===== config.mk =====
export PLATFORM = sky130hd
export DESIGN_NAME = bubble_sort_datapath
export DESIGN_NICKNAME = d
export VERILOG_FILES = /design/src/rtl/bubble_sort_pkg.sv /design/src/rtl/sort_pass_counter.sv /design/src/rtl/bubble_sort_datapath.sv
export SDC_FILE = /design/constraint.sdc
export NUM_CORES = 1
export LEC_CHECK = 0
export BUFFER_PORTS_ARGS = -buffer_cell sky130_fd_sc_hd__buf_2
export CAP_MARGIN = 40
export CELL_PAD_IN_SITES_DETAIL_PLACEMENT = 0
export CELL_PAD_IN_SITES_GLOBAL_PLACEMENT = 1
export CORE_UTILIZATION = 38
export CTS_CLUSTER_DIAMETER = 120
export DETAILED_ROUTE_END_ITERATION = 8
export GPL_TIMING_DRIVEN = 0
export PLACE_DENSITY = 0.89
export SETUP_SLACK_MARGIN = 0.3
export SYNTH_ARGS = -nofsm -noshare
export SYNTH_HDL_FRONTEND = slang
export SYNTH_SLANG_ARGS = --single-unit

===== constraint.sdc =====
create_clock -name clk -period 2.8 [get_ports clk]
set_clock_uncertainty 0.05 [all_clocks]
set_input_delay 0 -clock clk [delete_from_list [all_inputs] [get_ports clk]]
set_output_delay 0 -clock clk [all_outputs]
set_load 0.02 [all_outputs]

===== src/rtl/bubble_sort_pkg.sv =====
// bubble_sort_pkg: shared query encodings and default element width for the bubble-sort datapath
package bubble_sort_pkg;
    localparam int WIDTH_DEF = 8;
    localparam logic [1:0] SEL_AB  = 2'b00;
    localparam logic [1:0] SEL_BC  = 2'b01;
    localparam logic [1:0] SEL_CD  = 2'b10;
    localparam logic [1:0] SEL_CNT = 2'b11;
endpackage


===== src/rtl/sort_pass_counter.sv =====
// sort_pass_counter: saturating down-counter of remaining sort passes with a nonzero flag
module sort_pass_counter #(
    parameter int PASSES = 3
) (
    input  logic clk,
    input  logic rst,
    input  logic reload,
    input  logic dec,
    output logic nonzero
);
    localparam int CW = (PASSES > 1) ? $clog2(PASSES) : 1;
    localparam logic [CW-1:0] RELOAD = CW'(PASSES - 1);
    logic [CW-1:0] cnt_q, cnt_d;
    assign nonzero = cnt_q != '0;
    // reload beats decrement; decrement stops at zero instead of wrapping
    always_comb cnt_d = reload ? RELOAD : (dec && nonzero) ? cnt_q - CW'(1) : cnt_q;
    always_ff @(posedge clk)
        if (rst) cnt_q <= '0;
        else     cnt_q <= cnt_d;
endmodule


===== src/rtl/bubble_sort_datapath.sv =====
// bubble_sort_datapath: four-element register file answering controller compares and applying guarded swaps
module bubble_sort_datapath
    import bubble_sort_pkg::*;
#(
    parameter int WIDTH  = WIDTH_DEF,
    parameter bit SIGNED = 1'b0,
    parameter int PASSES = 3
) (
    input  logic             clk,
    input  logic             rst,
    input  logic             load,
    input  logic [WIDTH-1:0] din_a,
    input  logic [WIDTH-1:0] din_b,
    input  logic [WIDTH-1:0] din_c,
    input  logic [WIDTH-1:0] din_d,
    input  logic [1:0]       select,
    input  logic             swapAB,
    input  logic             swapBC,
    input  logic             swapCD,
    input  logic             countON,
    output logic             comp,
    output logic [WIDTH-1:0] dout_a,
    output logic [WIDTH-1:0] dout_b,
    output logic [WIDTH-1:0] dout_c,
    output logic [WIDTH-1:0] dout_d,
    output logic [7:0]       swap_cnt
);
    logic [WIDTH-1:0] a_q, b_q, c_q, d_q, a_d, b_d, c_d, d_d;
    logic [7:0] swap_cnt_q, swap_cnt_d;
    logic nonzero, do_ab, do_bc, do_cd;

    function automatic logic gt(input logic [WIDTH-1:0] x, input logic [WIDTH-1:0] y);
        return SIGNED ? ($signed(x) > $signed(y)) : (x > y);
    endfunction

    sort_pass_counter #(.PASSES(PASSES)) u_cnt (
        .clk    (clk),
        .rst    (rst),
        .reload (load | countON),
        .dec    (select == SEL_CNT),
        .nonzero(nonzero)
    );

    always_comb comp = (select == SEL_AB) ? gt(a_q, b_q) :
                       (select == SEL_BC) ? gt(b_q, c_q) :
                       (select == SEL_CD) ? gt(c_q, d_q) : nonzero;

    // a swap needs the strobe, the matching query and a true compare, so stale strobes are harmless
    assign do_ab = swapAB && select == SEL_AB && comp;
    assign do_bc = swapBC && select == SEL_BC && comp;
    assign do_cd = swapCD && select == SEL_CD && comp;

    always_comb begin
        a_d = a_q;
        b_d = b_q;
        c_d = c_q;
        d_d = d_q;
        if (load) begin
            a_d = din_a;
            b_d = din_b;
            c_d = din_c;
            d_d = din_d;
        end else if (do_ab) begin
            a_d = b_q;
            b_d = a_q;
        end else if (do_bc) begin
            b_d = c_q;
            c_d = b_q;
        end else if (do_cd) begin
            c_d = d_q;
            d_d = c_q;
        end
    end

    always_comb swap_cnt_d = load ? 8'd0 :
                             ((do_ab || do_bc || do_cd) && swap_cnt_q != 8'hff) ? swap_cnt_q + 8'd1 :
                             swap_cnt_q;

    always_ff @(posedge clk)
        if (rst) begin
            a_q <= '0;
            b_q <= '0;
            c_q <= '0;
            d_q <= '0;
            swap_cnt_q <= '0;
        end else begin
            a_q <= a_d;
            b_q <= b_d;
            c_q <= c_d;
            d_q <= d_d;
            swap_cnt_q <= swap_cnt_d;
        end

    assign dout_a   = a_q;
    assign dout_b   = b_q;
    assign dout_c   = c_q;
    assign dout_d   = d_q;
    assign swap_cnt = swap_cnt_q;
endmodule


==> flow_summary.ini <==
[critical_path]
reg2reg_slack_ns = 0.22
crit_fanout = 6
worstReg2RegEnd = dout_d[4]
worstSetupPathType = flop to flop
r2r_start = dout_c[1]
crit_required_ns = 2.91
critPathArrivalTime_ns = 2.70
reg2regPathDepth = 10
crit_path_end_kind = flop
crit_path_start_kind = flop

[timing]
rsz0062_at_grt = true
fin_hold_ws_ns = 0.0840
min_period_ns = 2.58
post-route-period-util_pct = 92.3
setup-violations-final = 0
slew_headroom_pct = 57.8
max_freq_mhz = 387
drv_slew = 0
tightestPinTransition_ns = 0.633
hold_viol = 0

[min_path]
min_path_cells = 4
hp-class = input port to flop
hold-path-endpoint = dout_b[7]
worstHoldStart = din_b[7]

[global_routing]
grt_pass1_wl_mm = 15.4
overflow = 0
grt_start_max_net_pins = 14
grt_pass1_vias = 3079
antenna_found_initial = 0
grt_usage_pct = 25.9

[clock_network]
cts_tree = built
cts_root_buf = clkbuf_8
cts_made_buffers = 5
clk-insertion-delay-late_ns = 0.31
clk_pin_slew_ns = 0.09
clockBufferDepth = 2
clock-sinks = 42
htreeDepth = 2

[finish]
fill_cells = 618
syn_to_final_growth_pct = 53.5
drive_gt1_share_pct = 43.5
nets = 546
diodes = 0
design_area_um2 = 4390

[drt]
dr_total_vias = 3347
wl_per_cell_um = 18.1
ant_nets = 0
drt_wl_total_mm = 10.5
drc = 0
via_per_inst = 5.78
drtIter0Drc = 224
firstDrtPassIters = 5

[die]
die-width_um = 88.8
die_area_um2 = 7880
fp.dieH_um = 88.8
core_area_um2 = 7250
rows = 31
start_util_pct = 39.5
ios = 82

[placed_design]
dpl_cell_area_um2 = 3460
port_buffers = 80
gp_congestion = 0.854
hpwl_mm = 6.93

[synthesis]
yosysUniqueCellTypes = 56
yosysWarningCount = 0
ys_ff_latch = 42
syn_area_um2 = 2860
synth.avg_cell_area_um2 = 8.44
ys_seq_area_share_pct = 29.4
synth_edf_count = 0
syn-num-nets = 406
synth_flop_cell = dfxtp_1
syn_inst = 339
synth-async-reset-ratio_pct = 0

[power]
ir_drop_mv = 0.307
leakage_nw = 1.89
p_per_area_nw_per_um2 = 424

[run]
cap_violations = 0

[run_status]
status = finished, final reports clean
[cells by family after synthesis]
family                     count (synthesis)  share of synthesized area, %
and+or+nand+nor                          115                          22.3
DFF                                       42                          29.4
xor gates and xnor gates                   1                         0.306
adders and majority gates                 26                          11.4
buffers and inverters                     44                          5.81
AOI/OAI and AO/OA                        101                          27.3
muxes                                     10                          3.50
[how the worst max path moves through the flow]
stage	end	from	depth (start not counted)	slack, ns
after floorplan	dout_d[1]	dout_b[2]	9	0.28
after global placement	dout_b[2]	dout_c[1]	9	-0.17
after detailed placement	dout_b[3]	dout_c[1]	9	-0.20
after CTS	dout_d[6]	dout_b[3]	10	0.25
after global routing	dout_b[1]	dout_a[3]	11	0.12
final	dout_d[4]	dout_c[1]	10	0.22
[critical path, stage by stage, from the launching register on]
cell	delay, ns
dfxtp_2	0.43
inv_1	0.10
ha_4	0.28
nand4_1	0.13
nand2b_4	0.18
and3_1	0.19
or3_4	0.44
o21ai_4	0.21
buf_12	0.15
mux2i_2	0.20
a211oi_1	0.09
[cell usage in the layout, fill, tap and decap left out, types with 6 or more instances in the layout]
cell type	netlist	final
nor2b_1	6	6
ha_1	26	12
nand3_1	6	6
nand4_1	7	7
ha_4	0	14
dlygate4sd3_1	0	22
buf_6	0	8
buf_2	1	80
a31oi_1	6	6
a221oi_1	9	7
clkbuf_1	12	10
o311ai_0	8	7
o2bb2ai_1	7	7
a31o_2	6	6
and3_1	6	6
a21oi_1	21	19
nand2b_1	7	6
dfxtp_1	42	16
and2_1	7	7
dfxtp_4	0	11
mux2i_1	10	8
dfxtp_2	0	15
nor3_1	10	6
inv_1	29	24
buf_4	0	23
nand2_1	25	23
nor2_1	18	17
[power breakdown]
group          internal [mW]  switching [mW]
registers              0.638          0.0549
clock network          0.171           0.238
logic                  0.353           0.406
[per-stage QoR]
step                TNS, ns  std cells  power (mW)  util [%]  worst slack, ns
floorplan                 0        339        1.05         -            0.283
global placement      -1.61        518        1.21      47.6           -0.168
detailed placement    -1.10        519        1.23      47.7           -0.201
CTS                       0        568        1.72      55.5            0.249
global route              0        579        1.96      60.5            0.116
finish                    0        579        1.86      60.5            0.217
[Yosys cell counts (all sizes together) (2+ instances only)]
| library cell | count | area share, % |
|---|---|---|
| o311ai | 8 | 2.4 |
| o21ai | 10 | 2.1 |
| a2bb2oi | 2 | 0.61 |
| nor2 | 20 | 3.0 |
| or4 | 2 | 0.52 |
| nor4 | 3 | 0.66 |
| ha | 26 | 11 |
| or3 | 5 | 1.3 |
| a221o | 4 | 1.4 |
| a31oi | 7 | 2.1 |
| and3 | 8 | 2.0 |
| nand4 | 7 | 1.5 |
| o2bb2ai | 7 | 2.1 |
| a21oi | 22 | 4.2 |
| o211a | 5 | 1.7 |
| a221oi | 9 | 2.8 |
| nand2 | 25 | 3.3 |
| inv | 30 | 3.9 |
| dfxtp | 42 | 29 |
| o211ai | 5 | 1.3 |
| and4 | 2 | 0.61 |
| nor2b | 6 | 1.3 |
| mux2i | 10 | 3.5 |
| nand3b | 2 | 0.52 |
| and2 | 7 | 1.5 |
| clkbuf | 12 | 1.6 |
| nand2b | 7 | 1.5 |
| o21a | 2 | 0.52 |
| nand3 | 7 | 1.7 |
| a31o | 6 | 1.8 |
| a211oi | 7 | 1.8 |
| nor3 | 10 | 1.7 |
[cell type report]
class / count / area [µm²] / area share [%]
Clock buffer: 5 / 68.8 / 1.57
Sequential cell: 42 / 901 / 20.5
Clock inverter: 3 / 16.3 / 0.370
Inverter: 31 / 126 / 2.88
Tap cell: 99 / 124 / 2.82
Timing Repair Buffer: 132 / 881 / 20.1
Multi-Input combinational cell: 254 / 2210 / 50.3
Buffer: 13 / 65.1 / 1.48
[flip-flops by register name, indices dropped and copies added, names as in the netlist]
name,count
dout_d,8
dout_b,8
dout_c,8
swap_cnt,8
dout_a,8
u_cnt.cnt_q,2
[routing by layer]
metal  wire (µm)  vias up  global-route usage, %
met3         692       29                   3.36
met4         405        0                   11.1
met2        5050      164                   43.4
met1        4350     1594                   33.3
li1            -     1560                      -
met5           0        -                      0
[repair_timing]
item	4_1_cts	5_1_grt
endpoints found under the setup margin	40	40
hold buffers	22	0
gates resized for setup	26	62
buffers inserted	19	9
endpoints found under the hold margin	23	0
cloned	0	2
pin swaps	17	13
No activity file was read; power rests on OpenSTA's default activity.
